### config.mk
export PLATFORM = sky130hd
export DESIGN_NAME = vga_timing_gen_flat
export DESIGN_NICKNAME = d
export VERILOG_FILES = /design/src/rtl/vga_timing_gen_if.sv /design/src/rtl/vga_timing_gen.sv /design/src/flat_wrapper.sv
export SDC_FILE = /design/constraint.sdc
export NUM_CORES = 1
export LEC_CHECK = 0
export ABC_AREA = 1
export CORE_MARGIN = 4
export CORE_UTILIZATION = 54
export DETAILED_ROUTE_END_ITERATION = 10
export GPL_TIMING_DRIVEN = 1
export PLACE_DENSITY = 0.79
export SETUP_SLACK_MARGIN = 0.4
export SLEW_MARGIN = 20
export SYNTH_ARGS = -nofsm -noshare
export SYNTH_HDL_FRONTEND = slang
export SYNTH_SLANG_ARGS = --single-unit
### constraint.sdc
create_clock -name CLK_100MHz -period 1.71 [get_ports CLK_100MHz]
set_input_delay 0.342 -clock CLK_100MHz [delete_from_list [all_inputs] [get_ports CLK_100MHz]]
set_output_delay 0.342 -clock CLK_100MHz [all_outputs]
set_load 0.01 [all_outputs]
### src/rtl/vga_timing_gen_if.sv
// Raster timing bundle: scan request in, sync/blanking/coordinate/strobe outputs.
interface vga_timing_gen_if #(
  parameter int XW = 11,
  parameter int YW = 11
);
  logic          Run;
  logic          HS;
  logic          VS;
  logic          HBlank;
  logic          VBlank;
  logic          Active;
  logic [XW-1:0] CurrentX;
  logic [YW-1:0] CurrentY;
  logic          PixelEn;
  logic          LineStart;
  logic          FrameStart;
  logic          Running;

  modport master (
    input  Run,
    output HS, VS, HBlank, VBlank, Active, CurrentX, CurrentY,
    output PixelEn, LineStart, FrameStart, Running
  );

  modport slave (
    output Run,
    input  HS, VS, HBlank, VBlank, Active, CurrentX, CurrentY,
    input  PixelEn, LineStart, FrameStart, Running
  );
endinterface

### src/rtl/vga_timing_gen.sv
// Parametrised VGA/SVGA raster timing generator with frame-aligned run/stop.
module vga_timing_gen #(
  parameter int CLKDIV   = 2,
  parameter int H_ACTIVE = 800,
  parameter int H_FP     = 56,
  parameter int H_SYNC   = 120,
  parameter int H_BP     = 64,
  parameter int V_ACTIVE = 600,
  parameter int V_FP     = 37,
  parameter int V_SYNC   = 6,
  parameter int V_BP     = 23,
  parameter bit HS_POL   = 1'b0,
  parameter bit VS_POL   = 1'b0,
  parameter int XW       = 11,
  parameter int YW       = 11
) (
  input logic              CLK_100MHz,
  input logic              Reset,
  vga_timing_gen_if.master bus
);

  localparam int H_TOTAL  = H_ACTIVE + H_FP + H_SYNC + H_BP;
  localparam int V_TOTAL  = V_ACTIVE + V_FP + V_SYNC + V_BP;
  localparam int HS_START = H_ACTIVE + H_FP;
  localparam int HS_STOP  = HS_START + H_SYNC;
  localparam int VS_START = V_ACTIVE + V_FP;
  localparam int VS_STOP  = VS_START + V_SYNC;
  localparam int DW       = (CLKDIV > 1) ? $clog2(CLKDIV) : 1;

  typedef enum logic [1:0] {
    IDLE     = 2'd0,
    RUN      = 2'd1,
    STOPPING = 2'd2
  } state_t;

  state_t        state;
  state_t        state_nxt;
  logic [DW-1:0] div_cnt;
  logic [XW-1:0] h;
  logic [YW-1:0] v;
  logic          tick;
  logic          h_last;
  logic          v_last;
  logic          frame_wrap;
  logic          hs_c;
  logic          vs_c;
  logic          hb_c;
  logic          vb_c;
  logic          pe_c;

  assign tick       = (div_cnt == DW'(CLKDIV - 1));
  assign h_last     = (h == XW'(H_TOTAL - 1));
  assign v_last     = (v == YW'(V_TOTAL - 1));
  assign frame_wrap = tick && h_last && v_last;

  // Next state: a stop request only takes effect on the tick that closes the frame.
  always_comb begin
    state_nxt = state;
    case (state)
      IDLE:     if (bus.Run) state_nxt = RUN;
      RUN:      if (!bus.Run) state_nxt = STOPPING;
      STOPPING: begin
        if (bus.Run)         state_nxt = RUN;
        else if (frame_wrap) state_nxt = IDLE;
      end
      default:  state_nxt = IDLE;
    endcase
  end

  // State register.
  always_ff @(posedge CLK_100MHz) begin
    if (Reset) state <= IDLE;
    else       state <= state_nxt;
  end

  // Pixel divider and raster counters; held at zero while idle.
  always_ff @(posedge CLK_100MHz) begin
    if (Reset || state == IDLE) begin
      div_cnt <= '0;
      h       <= '0;
      v       <= '0;
    end else if (tick) begin
      div_cnt <= '0;
      if (h_last) begin
        h <= '0;
        v <= v_last ? '0 : v + YW'(1);
      end else begin
        h <= h + XW'(1);
      end
    end else begin
      div_cnt <= div_cnt + DW'(1);
    end
  end

  // Decode of the raster position currently held in the counters.
  always_comb begin
    hs_c = (h >= XW'(HS_START) && h < XW'(HS_STOP)) ? HS_POL : ~HS_POL;
    vs_c = (v >= YW'(VS_START) && v < YW'(VS_STOP)) ? VS_POL : ~VS_POL;
    hb_c = (h >= XW'(H_ACTIVE));
    vb_c = (v >= YW'(V_ACTIVE));
    pe_c = (div_cnt == '0);
  end

  // Output registers: the counters are one edge ahead, so the outputs land on
  // the edge the raster enters each position and fall back to idle levels on
  // the edge that would have shown (0,0) after a stop.
  always_ff @(posedge CLK_100MHz) begin
    if (Reset || state == IDLE) begin
      bus.HS         <= ~HS_POL;
      bus.VS         <= ~VS_POL;
      bus.HBlank     <= 1'b1;
      bus.VBlank     <= 1'b1;
      bus.Active     <= 1'b0;
      bus.CurrentX   <= '0;
      bus.CurrentY   <= '0;
      bus.PixelEn    <= 1'b0;
      bus.LineStart  <= 1'b0;
      bus.FrameStart <= 1'b0;
      bus.Running    <= 1'b0;
    end else begin
      bus.HS         <= hs_c;
      bus.VS         <= vs_c;
      bus.HBlank     <= hb_c;
      bus.VBlank     <= vb_c;
      bus.Active     <= ~hb_c & ~vb_c;
      bus.CurrentX   <= h;
      bus.CurrentY   <= v;
      bus.PixelEn    <= pe_c;
      bus.LineStart  <= pe_c && (h == '0);
      bus.FrameStart <= pe_c && (h == '0) && (v == '0);
      bus.Running    <= 1'b1;
    end
  end

endmodule

### src/flat_wrapper.sv
// flat-port wrapper written by rule: the top's interface ports become plain ports
module vga_timing_gen_flat 
#(
  parameter int CLKDIV   = 2,
  parameter int H_ACTIVE = 800,
  parameter int H_FP     = 56,
  parameter int H_SYNC   = 120,
  parameter int H_BP     = 64,
  parameter int V_ACTIVE = 600,
  parameter int V_FP     = 37,
  parameter int V_SYNC   = 6,
  parameter int V_BP     = 23,
  parameter bit HS_POL   = 1'b0,
  parameter bit VS_POL   = 1'b0,
  parameter int XW       = 11,
  parameter int YW       = 11
)
  (CLK_100MHz, Reset, bus_Run, bus_HS, bus_VS, bus_HBlank, bus_VBlank, bus_Active, bus_CurrentX, bus_CurrentY, bus_PixelEn, bus_LineStart, bus_FrameStart, bus_Running);
  vga_timing_gen_if #(.XW(XW), .YW(YW)) bus_i ();
  input logic CLK_100MHz;
  input logic Reset;
  input wire logic [$bits(bus_i.Run)-1:0] bus_Run;
  output wire logic [$bits(bus_i.HS)-1:0] bus_HS;
  output wire logic [$bits(bus_i.VS)-1:0] bus_VS;
  output wire logic [$bits(bus_i.HBlank)-1:0] bus_HBlank;
  output wire logic [$bits(bus_i.VBlank)-1:0] bus_VBlank;
  output wire logic [$bits(bus_i.Active)-1:0] bus_Active;
  output wire logic [$bits(bus_i.CurrentX)-1:0] bus_CurrentX;
  output wire logic [$bits(bus_i.CurrentY)-1:0] bus_CurrentY;
  output wire logic [$bits(bus_i.PixelEn)-1:0] bus_PixelEn;
  output wire logic [$bits(bus_i.LineStart)-1:0] bus_LineStart;
  output wire logic [$bits(bus_i.FrameStart)-1:0] bus_FrameStart;
  output wire logic [$bits(bus_i.Running)-1:0] bus_Running;
  assign bus_i.Run = bus_Run;
  assign bus_HS = bus_i.HS;
  assign bus_VS = bus_i.VS;
  assign bus_HBlank = bus_i.HBlank;
  assign bus_VBlank = bus_i.VBlank;
  assign bus_Active = bus_i.Active;
  assign bus_CurrentX = bus_i.CurrentX;
  assign bus_CurrentY = bus_i.CurrentY;
  assign bus_PixelEn = bus_i.PixelEn;
  assign bus_LineStart = bus_i.LineStart;
  assign bus_FrameStart = bus_i.FrameStart;
  assign bus_Running = bus_i.Running;
  vga_timing_gen #(.CLKDIV(CLKDIV), .H_ACTIVE(H_ACTIVE), .H_FP(H_FP), .H_SYNC(H_SYNC), .H_BP(H_BP), .V_ACTIVE(V_ACTIVE), .V_FP(V_FP), .V_SYNC(V_SYNC), .V_BP(V_BP), .HS_POL(HS_POL), .VS_POL(VS_POL), .XW(XW), .YW(YW)) u_core (.CLK_100MHz(CLK_100MHz), .Reset(Reset), .bus(bus_i));
endmodule
==> summary.txt <==
Synthesis
  • Seq/Total Area, Yosys: a little under half
  • Warnings, synthesis: 0
  • Synth top area share: 46.4%
  • Async S/R FF share, synth: 0%
  • Synth Flop Type: dfxtp_1
  • Post-synth top cells: 76 x nand2_1, 63 x nor2_1, 56 x dfxtp_1
  • Post-synth EDFFs: 0
  • Area leader, netlist: dfxtp_1
  • Average size of a mapped cell: between 7 and 8 um^2
  • Top cells by area, synth: dfxtp_1 46%, nand2_1 12%, nor2_1 9.8%, inv_1 6.7%, nand3_1 3.3%
  • Count leader, synth: nand2_1
  • Cells after Synth: 332
  • Syn nets: 340
  • Synth Register Bits: 56
  • Synth cell types: 31
  • Area of the mapped netlist: about 2400 um^2

Critical path
  • Worst Path Max Fanout: 5
  • Reg2Reg Launch Point: u_core.v[1]$_SDFFE_PN0P_
  • Reg2reg path depth: 10
  • Worst Setup SP: u_core.v[1]$_SDFFE_PN0P_
  • Setup crit start kind: flop
  • Worst Path Arrival: 1660 ps
  • CP Capture Type: flop
  • Kind of critical path: reg -> reg
  • Worst endpoint required time: 1970 ps

Floorplanning
  • Standard-cell rows: 24
  • Top-Level Pins: 34
  • Core Area: around 4400 um^2
  • Die Area: around 5600 um^2
  • Starting Density: between 50% and 60%
  • Die Ht: between 70 and 80 um
  • Chip width: around 75 um

STA
  • Period Utilization, post-route: 82.1%
  • RSZ-0062 raised after global routing: true
  • Final hold violations: 0
  • Worst Tran Pin Value: 323 ps
  • Max frequency: roughly 710 MHz
  • Final Setup Violations: 0
  • Clock Skews: about 13 ps
  • Final TNS setup: 0 ps
  • Slew headroom: 78.4%
  • Final min period: between 1000 and 1500 ps
  • Slew Viols, Final: 0

Hold path
  • Hold WC Path Type: reg -> reg
  • Hold Path Origin: u_core.h[4]$_SDFFE_PN0P_
  • Min-Delay Path Depth: 2

Clock tree
  • Clock root buffer: clkbuf_8
  • Clock sink count: 56
  • Clock buffer depth: 2
  • Htree depth: 2
  • CTS clock-pin slew for the worst setup and hold paths: around 110 ps
  • CTS tree: done
  • # hold bufs at CTS: 0
  • Total CTS buffers: 5
  • Skew-Pair Late Insertion Delay: 320 ps

Run status
  • Status: finished, final reports clean

Power and ir drop
  • Leak pwr: 1.39 nW
  • Peak VDD IR: 0.000436 V
  • Pwr/cell area: about 650 nW/um^2

Detailed routing
  • DR vias: 2374
  • First-iteration detailed-routing DRC count: between 150 and 200
  • Vias/cell: between 5 and 6
  • Remaining DRCs: 0
  • Final ANT Viol Nets: 0
  • Wirelength per Cell: approximately 14 um
  • TritonRoute pass-1 iters: 6
  • Routed wire length: 6.11 mm

Global route
  • First-pass GRT wire length: 9.09 mm
  • Vias in the first global route: 2044
  • Grt peak-use layer: met2
  • Initial antenna violation count: 0
  • Met1 usage: 28.1%
  • Total GRT Usage: between 20% and 30%
  • Congestion Overflow GR: 0
  • Largest net degree at the start of global routing: 19
  • Met2 Use GR: 33.7%
  • Global-route met3 utilization: 4.41%

Placement
  • DP HPWL: 3.74 mm
  • IO buf count: 33
  • Final weighted congestion in routability-driven placement: 0.916

Cells and area
  • P&R area growth vs syn: 36.7%
  • # diodes: 0
  • NumNets Final: a little under 400
  • Layout cells sized above 1: 28.4%
  • Fin util: 75.8%

Run
  • Max Cap Viol: 0
layer usage:
metal	vias up	wire, um
li1	1157	-
met1	1090	2650
met2	110	2890
met3	17	436
met4	0	131
met5	-	0
cells by family (layout without fill, tap and decap cells):
family | Yosys count | count (layout) | synth area share [%]
AOI/OAI and AO/OA | 27 | 27 | 6.37
xor gates and xnor gates | 4 | 4 | 1.45
adders and majority gates | 5 | 5 | 2.59
buffers and inverters | 53 | 111 | 8.96
DFF | 56 | 56 | 46.4
and+or+nand+nor | 187 | 188 | 34.2
per-stage QoR:
step | instance area (um^2) | total power (W) | hold WS, ps | worst slack, ps | instances
after detailed placement | 2800 | 0.00144 | 484 | 44.9 | 412
after global routing | 3300 | 0.00220 | 517 | 211 | 443
after CTS | 3060 | 0.00215 | 501 | 336 | 435
final | 3300 | 0.00215 | 500 | 307 | 443
after global placement | 2800 | 0.00143 | 476 | 84.1 | 412
after floorplan | 2420 | 0.00140 | 414 | 414 | 332
state kept, by name (all words and copies together), names as in the netlist, 2 cells and up:
name / cells
u_core.bus.CurrentX: 11
u_core.bus.CurrentY: 11
u_core.h: 11
u_core.state: 2
u_core.v: 11
worst max-delay path, stage by stage, from the launching register on:
cell	delay, ps
dfxtp_4	400
buf_6	110
ha_4	140
nand2_2	70
nor2_4	170
nand3_2	80
nand2_1	70
nand2_1	40
nor2_1	130
nor2_2	50
nor2_1	80
final cells by class:
type	instances	area [um^2]
clock buffers	5	68.8
clock inverters	3	21.3
fillers	293	1050
inverters	43	164
multi-input cells	224	1280
flip-flops and latches	56	1160
well taps	52	65.1
repair buffers	60	546
worst paths after layout:
check	to	slack (ps)
worst max-delay path	u_core.v[10]$_SDFFE_PN0P_	310
worst min-delay path	u_core.bus.CurrentX[4]$_SDFF_PN0_	500
worst max register to register	u_core.v[10]$_SDFFE_PN0P_	310
worst min register to register	u_core.bus.CurrentX[4]$_SDFF_PN0_	500
placed cells by master (no fill, tap or decap), drive strengths merged:
master	n
xor2	4
nor3b	1
a31oi	2
nand3	19
clkinv	1
clkdlybuf4s50	2
clkbuf	5
a21oi	7
a211oi	1
o21a	1
nand2	78
o311ai	1
buf	27
nor2	71
dlygate4sd2	31
clkinvlp	1
dfxtp	56
o21ai	15
nand4	7
nor4	2
ha	5
nor3	10
inv	44
where the power goes:
group / internal [W] / total [W] / leakage (nW) / switching (W)
clock: 0.000292 / 0.000733 / 0.0445 / 0.000442
sequential: 0.00131 / 0.00132 / 0.463 / 0.00000911
combinational: 0.0000397 / 0.0000953 / 0.880 / 0.0000556
total: 0.00164 / 0.00215 / 1.39 / 0.000506
what timing repair did:
action                     in CTS  in global routing
gates resized for setup        61                 57
setup endpoints to repair      50                 25
gates cloned                    1                  0
pin swaps                      13                 22
setup buffers                  14                  8
Power figures use the tool's default switching activity.
